### config.mk
export PLATFORM = sky130hd
export DESIGN_NAME = ctrl_pipe
export DESIGN_NICKNAME = d
export VERILOG_FILES = /design/src/rtl/ctrl_pipe.sv
export SDC_FILE = /design/constraint.sdc
export NUM_CORES = 1
export LEC_CHECK = 0
export CAP_MARGIN = 20
export CORE_UTILIZATION = 35
export DETAILED_ROUTE_END_ITERATION = 8
export HOLD_SLACK_MARGIN = 0.12
export PLACE_DENSITY = 0.85
export SYNTH_ARGS = -nofsm -noshare
export SYNTH_HDL_FRONTEND = slang
export SYNTH_SLANG_ARGS = --single-unit
### constraint.sdc
create_clock -name clk -period 3.8 [get_ports clk]
set_clock_uncertainty 0.2 [all_clocks]
set_input_delay 0.57 -clock clk [delete_from_list [all_inputs] [get_ports clk]]
set_output_delay 0.57 -clock clk [all_outputs]
set_load 0.01 [all_outputs]
### src/rtl/ctrl_pipe.sv
// Control-signal pipeline: carries the decoded control bundle through the E, M and W
// stage registers, inserting bubbles on flush, load-use hazards and illegal opcodes.
module ctrl_pipe #(
  parameter int RA_W = 4
) (
  input  logic            clk,
  input  logic            rst,
  input  logic            d_valid,
  input  logic [3:0]      d_opcode,
  input  logic [RA_W-1:0] d_rs1,
  input  logic [RA_W-1:0] d_rs2,
  input  logic [RA_W-1:0] d_rd,
  input  logic            d_wbs,
  input  logic            d_mm,
  input  logic            d_wre,
  input  logic            d_wm,
  input  logic            d_am,
  input  logic            d_ni,
  input  logic            d_wme,
  input  logic            d_alu_mux,
  input  logic            d_alu_mux1,
  input  logic            d_rde,
  input  logic [2:0]      d_aluop,
  input  logic [1:0]      d_ri,
  input  logic            flush,
  output logic            stall_fd,
  output logic            e_valid,
  output logic [3:0]      e_opcode,
  output logic [RA_W-1:0] e_rd,
  output logic            e_wbs,
  output logic            e_mm,
  output logic            e_wre,
  output logic            e_wm,
  output logic            e_am,
  output logic            e_ni,
  output logic            e_wme,
  output logic            e_alu_mux,
  output logic            e_alu_mux1,
  output logic            e_rde,
  output logic [2:0]      e_aluop,
  output logic [1:0]      e_ri,
  output logic            m_valid,
  output logic [RA_W-1:0] m_rd,
  output logic            m_wbs,
  output logic            m_mm,
  output logic            m_wre,
  output logic            m_wm,
  output logic            m_am,
  output logic            m_wme,
  output logic            w_valid,
  output logic [RA_W-1:0] w_rd,
  output logic            w_wbs,
  output logic            w_wre,
  output logic            w_wm,
  output logic            illegal_op
);

  localparam logic [3:0] OP_LDR = 4'b1001;
  localparam logic [3:0] OP_STR = 4'b1010;

  logic load_use;
  logic illegal_d;
  logic capture;
  logic wre_masked;
  logic wme_masked;

  // A load still in E cannot forward its data to a consumer sitting in decode.
  assign load_use = e_valid & e_wre & (e_opcode == OP_LDR) & d_valid &
                    ((d_rs1 == e_rd) | ((d_ri == 2'b00) & (d_rs2 == e_rd)));
  assign stall_fd = load_use & ~flush & ~rst;

  assign illegal_d  = (d_opcode >= 4'd13);
  assign capture    = d_valid & ~illegal_d & ~flush & ~load_use;
  assign wre_masked = d_wre & ~((d_opcode[3:2] == 2'b01) | (d_opcode == OP_STR));
  assign wme_masked = d_wme & (d_opcode == OP_STR);

  always_ff @(posedge clk) begin
    if (rst) begin
      e_valid <= 1'b0; e_opcode <= '0; e_rd <= '0; e_wbs <= 1'b0; e_mm <= 1'b0;
      e_wre <= 1'b0; e_wm <= 1'b0; e_am <= 1'b0; e_ni <= 1'b0; e_wme <= 1'b0;
      e_alu_mux <= 1'b0; e_alu_mux1 <= 1'b0; e_rde <= 1'b0; e_aluop <= '0; e_ri <= '0;
      m_valid <= 1'b0; m_rd <= '0; m_wbs <= 1'b0; m_mm <= 1'b0; m_wre <= 1'b0;
      m_wm <= 1'b0; m_am <= 1'b0; m_wme <= 1'b0;
      w_valid <= 1'b0; w_rd <= '0; w_wbs <= 1'b0; w_wre <= 1'b0; w_wm <= 1'b0;
      illegal_op <= 1'b0;
    end else begin
      if (capture) begin
        e_valid <= 1'b1; e_opcode <= d_opcode; e_rd <= d_rd; e_wbs <= d_wbs;
        e_mm <= d_mm; e_wre <= wre_masked; e_wm <= d_wm; e_am <= d_am;
        e_ni <= d_ni; e_wme <= wme_masked; e_alu_mux <= d_alu_mux;
        e_alu_mux1 <= d_alu_mux1; e_rde <= d_rde; e_aluop <= d_aluop; e_ri <= d_ri;
      end else begin
        e_valid <= 1'b0; e_opcode <= '0; e_rd <= '0; e_wbs <= 1'b0; e_mm <= 1'b0;
        e_wre <= 1'b0; e_wm <= 1'b0; e_am <= 1'b0; e_ni <= 1'b0; e_wme <= 1'b0;
        e_alu_mux <= 1'b0; e_alu_mux1 <= 1'b0; e_rde <= 1'b0; e_aluop <= '0; e_ri <= '0;
      end
      // Only a capture that would otherwise have happened reports the bad opcode.
      illegal_op <= d_valid & illegal_d & ~flush & ~load_use;

      m_valid <= e_valid; m_rd <= e_rd; m_wbs <= e_wbs; m_mm <= e_mm;
      m_wre <= e_wre; m_wm <= e_wm; m_am <= e_am; m_wme <= e_wme;

      w_valid <= m_valid; w_rd <= m_rd; w_wbs <= m_wbs; w_wre <= m_wre; w_wm <= m_wm;
    end
  end

endmodule

## Yosys cells after proc, flatten, opt, wreduce, memory -nomap -nowiden

Index checks and enable logic that the tools add are counted.

- Register bits after elaboration: 44
- Output and inout port bits: 45
- Logic and storage cells: 61

- Order comparisons: 1
- Equal/unequal tests: 5
- Multiplexer cells: 1
- Bitwise gates (word level): 23
- Reductions and logical operators: 2

Operators with widths:

| cell | number |
|---|---|
| 1-bit AND | 15 |
| 4-bit == test | 2 |
| 4-bit == test, second input constant | 2 |
| 1-bit NOT | 6 |
| 4-bit >= comparator, second input constant | 1 |
| 2-bit by 1-bit == test with 1-bit output, second input constant | 1 |
| 2-bit zero test | 1 |
| 1-bit OR | 2 |
| 2-bit OR reduction | 1 |
| 1-bit two-way mux | 1 |

## Depth between registers and ports, before layout

- Depth in word-level cells: 8
- Depth in mapped cells: 6
- Depth with buffers taken out: 5

## Worst setup path before layout

No wires, ideal clock.

- Path kind: in2out
- From: in d_ri[1]
- To: out stall_fd
- Arrival: 1.348 ns
- Path slack: 1.682 ns
- Cell stages on the path: 4
- Buffers on the path: 0
- Cells stage by stage: nor2_1 > o2111ai_1 > nor4_4 > o21a_1

- Word-level cells in the longest chain between the ends: 6

Ends and longest elaborated chain:

| item | RTL line | RTL |
|---|---|---|
| from (decl) | 24 | `input logic [1:0] d_ri,` |
| 2-bit zero test | 69 | `((d_rs1 == e_rd) \| ((d_ri == 2'b00) & (d_rs2 == e_rd)));` |
| 1-bit AND | 69 |  |
| 1-bit OR | 69 |  |
| 1-bit AND | 68 | `assign load_use = e_valid & e_wre & (e_opcode == OP_LDR) & d_valid &` |
| 1-bit AND (2 in series) | 70 | `assign stall_fd = load_use & ~flush & ~rst;` |
| to (decl) | 26 | `output logic stall_fd,` |

No other way between the ends.

## Worst setup path in the final report

Same ends and word-level chain as after synthesis.

==> results.env <==
INSERTION_DELAY_PS=290
GRT_REMAINING_OVERFLOW=0
CTS-HOLD-FIX-BUFFERS=0
TIMING.MAX_CAP.VIOLATIONS=0
SETUP_REPAIR_AFTER_GLOBAL_ROUTING_MISSED_ITS_MARGIN='no'
YOSYSUNIQUECELLTYPES=27
CRITICAL_PATH_ARRIVAL_PS=2420
CRITPATHMAXFANOUT=4
LAYOUTNONFILLERINSTCOUNT=252
WORSTHOLDSTART='m_valid$_SDFF_PP0_'
WL_PER_CELL_UM=12.0
GLOBALPLACE.CONGESTION=0.771
REG2REG_DEPTH=6
FF2FF_SETUP_SLACK_PS=1860
FINAL_MAX_SLEW_VIOLS=0
DRIVE_GT1_SHARE_PCT=6.37
FINAL_CELL_MIX='sky130_fd_sc_hd__clkdlybuf4s50_1 (79), sky130_fd_sc_hd__dfxtp_1 (44), sky130_fd_sc_hd__and2_1 (20), sky130_fd_sc_hd__nor2b_1 (18), sky130_fd_sc_hd__clkbuf_8 (5)'
HTREEDEPTH=2
POWER.COMBINATIONAL.FRACTION_PCT=8.9
CRITICAL_PATH.STARTPOINT_TYPE='primary input'
PWR-SHARE-CLK_PCT=39.1
CRITPATHKIND='in -> out'
SYNTH_SEQUENTIAL_AREA_RATIO_PCT=63.5
HOLD_END='w_valid$_SDFF_PP0_'
CTS_TREE='built'
ROUTED_VIA_DENSITY=4.37
NUMBER_OF_RESIZED_INSTANCES_IN_THE_POST_CTS_REPAIR_STEP=0
PERIOD_NEEDED_PS=3190
SETUP-VIOLATIONS-FINAL=0
FLOORPLAN.INITIALDENSITY_PCT=37.3
POWER_TOTAL_W=0.000912
RR_STARTPOINT='e_opcode[2]$_SDFF_PP0_'
MULTI_INPUT_AREA_UM2=460
DETAIL_ROUTE.WIRELENGTH_MM=3.03
CLOCK_PATH_BUFFERS=2
DETAILEDPLACEMENTHPWL_MM=2.41
MIN_DELAY_PATH_DEPTH=1
ANTENNA_CELLS=0
HOLD_PATH_CLASS='reg -> reg'
LAYOUT_WORST_PATH_CYCLE_SHARE_PCT=83.9
PLACE_INST=244
CLK_PIN_SLEW_WORST_PATHS_PS=80
CLKSINKCOUNT=44
CRIT_REQUIRED_PS=3030
SYNTH_TOP_AREA_CELL='sky130_fd_sc_hd__dfxtp_1'
NETLIST_TOP_CELLS_AREA='sky130_fd_sc_hd__dfxtp_1 (64%), sky130_fd_sc_hd__and2_1 (9.0%), sky130_fd_sc_hd__nor2b_1 (8.1%)'
DIEAREA_MM2=0.00422
HOLD-WORST-SLACK_PS=265
MAPPEDNETLISTAREA_MM2=0.00139
GRT_UTIL_ALL_LAYERS_PCT=14.7
TIMING.MAX_SLEW.REL_SLACK_PCT=72.0
P_SW_W=0.000189
FMAX_MHz=314
POSTSYNTHREGISTERBITS=44
TIMING_HOLD_VIOLATIONS_FINAL=0
SYNTH.AVG_CELL_AREA_UM2=11.6
MAPPEDNETLISTNETS=154
POWER_DENSITY_mW_PER_MM2=390
CTS-BUFFERS-INSERTED=5
P_LEAK_nW=0.899
DIEWIDTH_UM=64.9
LAYOUT_COMMONEST_CELL='sky130_fd_sc_hd__clkdlybuf4s50_1'
PORT-BUFFER-COUNT=79
WORST_IR_DROP_ON_VDD_mV=0.208
CELLS_AFTER_SYNTH=119
LAYOUT-AREA-OVERHEAD-VS-SYNTH_PCT=68.6
CP-END-KIND='primary output'
VIA_COUNT=1102
POST-ROUTE-DRC-COUNT=0
SLACK_OF_THE_CRITICAL_PATH_PS=613
TOP_LEVEL_PORTS=80
FLOORPLAN.CORE_AREA_MM2=0.00372
ANTENNA_FOUND_INITIAL=0
ANTENNA_VIOLATING_NETS_POST_ROUTE=0
PROPORTION_OF_POWER_DRAWN_BY_FLIP_FLOPS_AND_LATCHES_PCT=52.0
REGAREA_UM2=881
DPL_WORST_SLACK_PS=629
STATUS='completed'
DETAIL_ROUTE.FIRST_PASS.ITERATIONS=4
GLOBAL_ROUTE_WIRE_LENGTH_BEFORE_REPAIR_MM=4.64
CHIP_HEIGHT_UM=64.9
GRT_START_MAX_NET_PINS=21
FILLER_CELL_COUNT=303
COUNT_OF_SYNTHESIS_STAGE_WARNINGS_FROM_YOSYS=0
FRACTION_OF_SYNTHESIZED_CELL_AREA_TAKEN_BY_THE_TOP_AREA_CELL_TYPE_PCT=63.5
FINAL_NETS=238
FIRST_GLOBAL_VIAS=1005
P_INT_W=0.000723
POST-CTS-SETUP-BUFFERS=0
TIGHTEST_SLEW_PS=418
CLOCK_ROOT_CELL='sky130_fd_sc_hd__clkbuf_8'
PLACEMENT_ROWS=22
FIN_TNS_SETUP_PS=0
R2R-END='e_alu_mux$_SDFF_PP0_'
DR.FIRST_ITER.DRC_COUNT=55
POWER.SHARE.SWITCHING_PCT=20.8
[synthesized netlist by cell type]
| library cell | count |
|---|---|
| sky130_fd_sc_hd__nor3_2 | 1 |
| sky130_fd_sc_hd__and3_1 | 1 |
| sky130_fd_sc_hd__nand2_1 | 1 |
| sky130_fd_sc_hd__o21ai_0 | 1 |
| sky130_fd_sc_hd__o211ai_1 | 1 |
| sky130_fd_sc_hd__clkbuf_1 | 1 |
| sky130_fd_sc_hd__nor2b_1 | 18 |
| sky130_fd_sc_hd__nor2_1 | 4 |
| sky130_fd_sc_hd__buf_1 | 1 |
| sky130_fd_sc_hd__buf_6 | 2 |
| sky130_fd_sc_hd__o2111ai_1 | 1 |
| sky130_fd_sc_hd__nand4_1 | 1 |
| sky130_fd_sc_hd__and2_1 | 20 |
| sky130_fd_sc_hd__xor2_1 | 1 |
| sky130_fd_sc_hd__nor4_1 | 2 |
| sky130_fd_sc_hd__o21a_1 | 1 |
| sky130_fd_sc_hd__dfxtp_1 | 44 |
| sky130_fd_sc_hd__xnor2_1 | 4 |
| sky130_fd_sc_hd__inv_1 | 4 |
| sky130_fd_sc_hd__nand4b_2 | 1 |
| sky130_fd_sc_hd__nand3_1 | 1 |
| sky130_fd_sc_hd__nor4bb_1 | 1 |
| sky130_fd_sc_hd__o221ai_1 | 1 |
| sky130_fd_sc_hd__nor4_4 | 1 |
| sky130_fd_sc_hd__nor3b_1 | 1 |
| sky130_fd_sc_hd__nand2b_1 | 3 |
| sky130_fd_sc_hd__and4b_1 | 1 |
[how the worst max path moves through the flow]
stage,cells after the start,slack (ps),to,from
global placement,6,630,stall_fd,d_ri[1]
floorplan,4,1680,stall_fd,d_ri[1]
finish,6,610,stall_fd,d_ri[1]
CTS,6,610,stall_fd,d_ri[1]
detailed placement,6,630,stall_fd,d_ri[1]
global route,6,470,stall_fd,d_ri[1]
[metal layers]
layer  share of wire, %  GRT usage [%]  routed length, µm  vias up
met5                  0              0                  0        -
met4                1.2           5.83                 36        0
met3                8.9           4.58                269        5
met2                 47           23.8               1420       49
met1                 43           18.1               1310      501
li1                   -              -                  -      547
[power by group through the flow]
stage	logic (W)	clock network, W	registers (W)
after floorplan	0.0000204	0	0.000489
after global placement	0.0000804	0	0.000485
after detailed placement	0.0000818	0	0.000485
after CTS	0.0000824	0.000363	0.000474
after global routing	0.0000875	0.000385	0.000475
final	0.0000815	0.000357	0.000474
[registers in the layout (all words and copies together) (netlist names), 2 cells and up]
register	flops
e_aluop	3
e_opcode	4
e_rd	4
e_ri	2
m_rd	4
w_rd	4
[kinds of logic (layout without fill, tap and decap cells)]
family                    after synthesis  in the layout  share of synthesized area (%)
AOI/OAI and AO/OA                       5              5                           2.71
xor gates and xnor gates                5              5                           3.16
buffers and inverters                   8             93                           3.25
DFF                                    44             44                           63.5
and+or+nand+nor                        57             57                           27.3
[area by class of cell]
class | count | area share, %
clock buffer | 5 | 2.94
clock inverter | 3 | 1.98
inverter | 4 | 0.642
multi-input combinational | 67 | 19.7
sequential | 44 | 37.7
tap | 48 | 2.57
timing repair buffer | 81 | 34.5
[worst max-delay path, stage by stage]
cell and delay, ps:
sky130_fd_sc_hd__clkdlybuf4s50_1 410, sky130_fd_sc_hd__nor2_1 160, sky130_fd_sc_hd__o2111ai_1 190, sky130_fd_sc_hd__nor4_4 380, sky130_fd_sc_hd__o21a_1 180, sky130_fd_sc_hd__clkdlybuf4s50_1 530
[through the flow]
step	util, %	area, µm²
2_1_floorplan	-	1390
3_3_place_gp	59.8	2220
3_5_place_dp	59.8	2220
4_1_cts	62.9	2340
5_1_grt	62.9	2340
6_report	62.9	2340
Note: power is estimated with default switching activity, not from simulation.
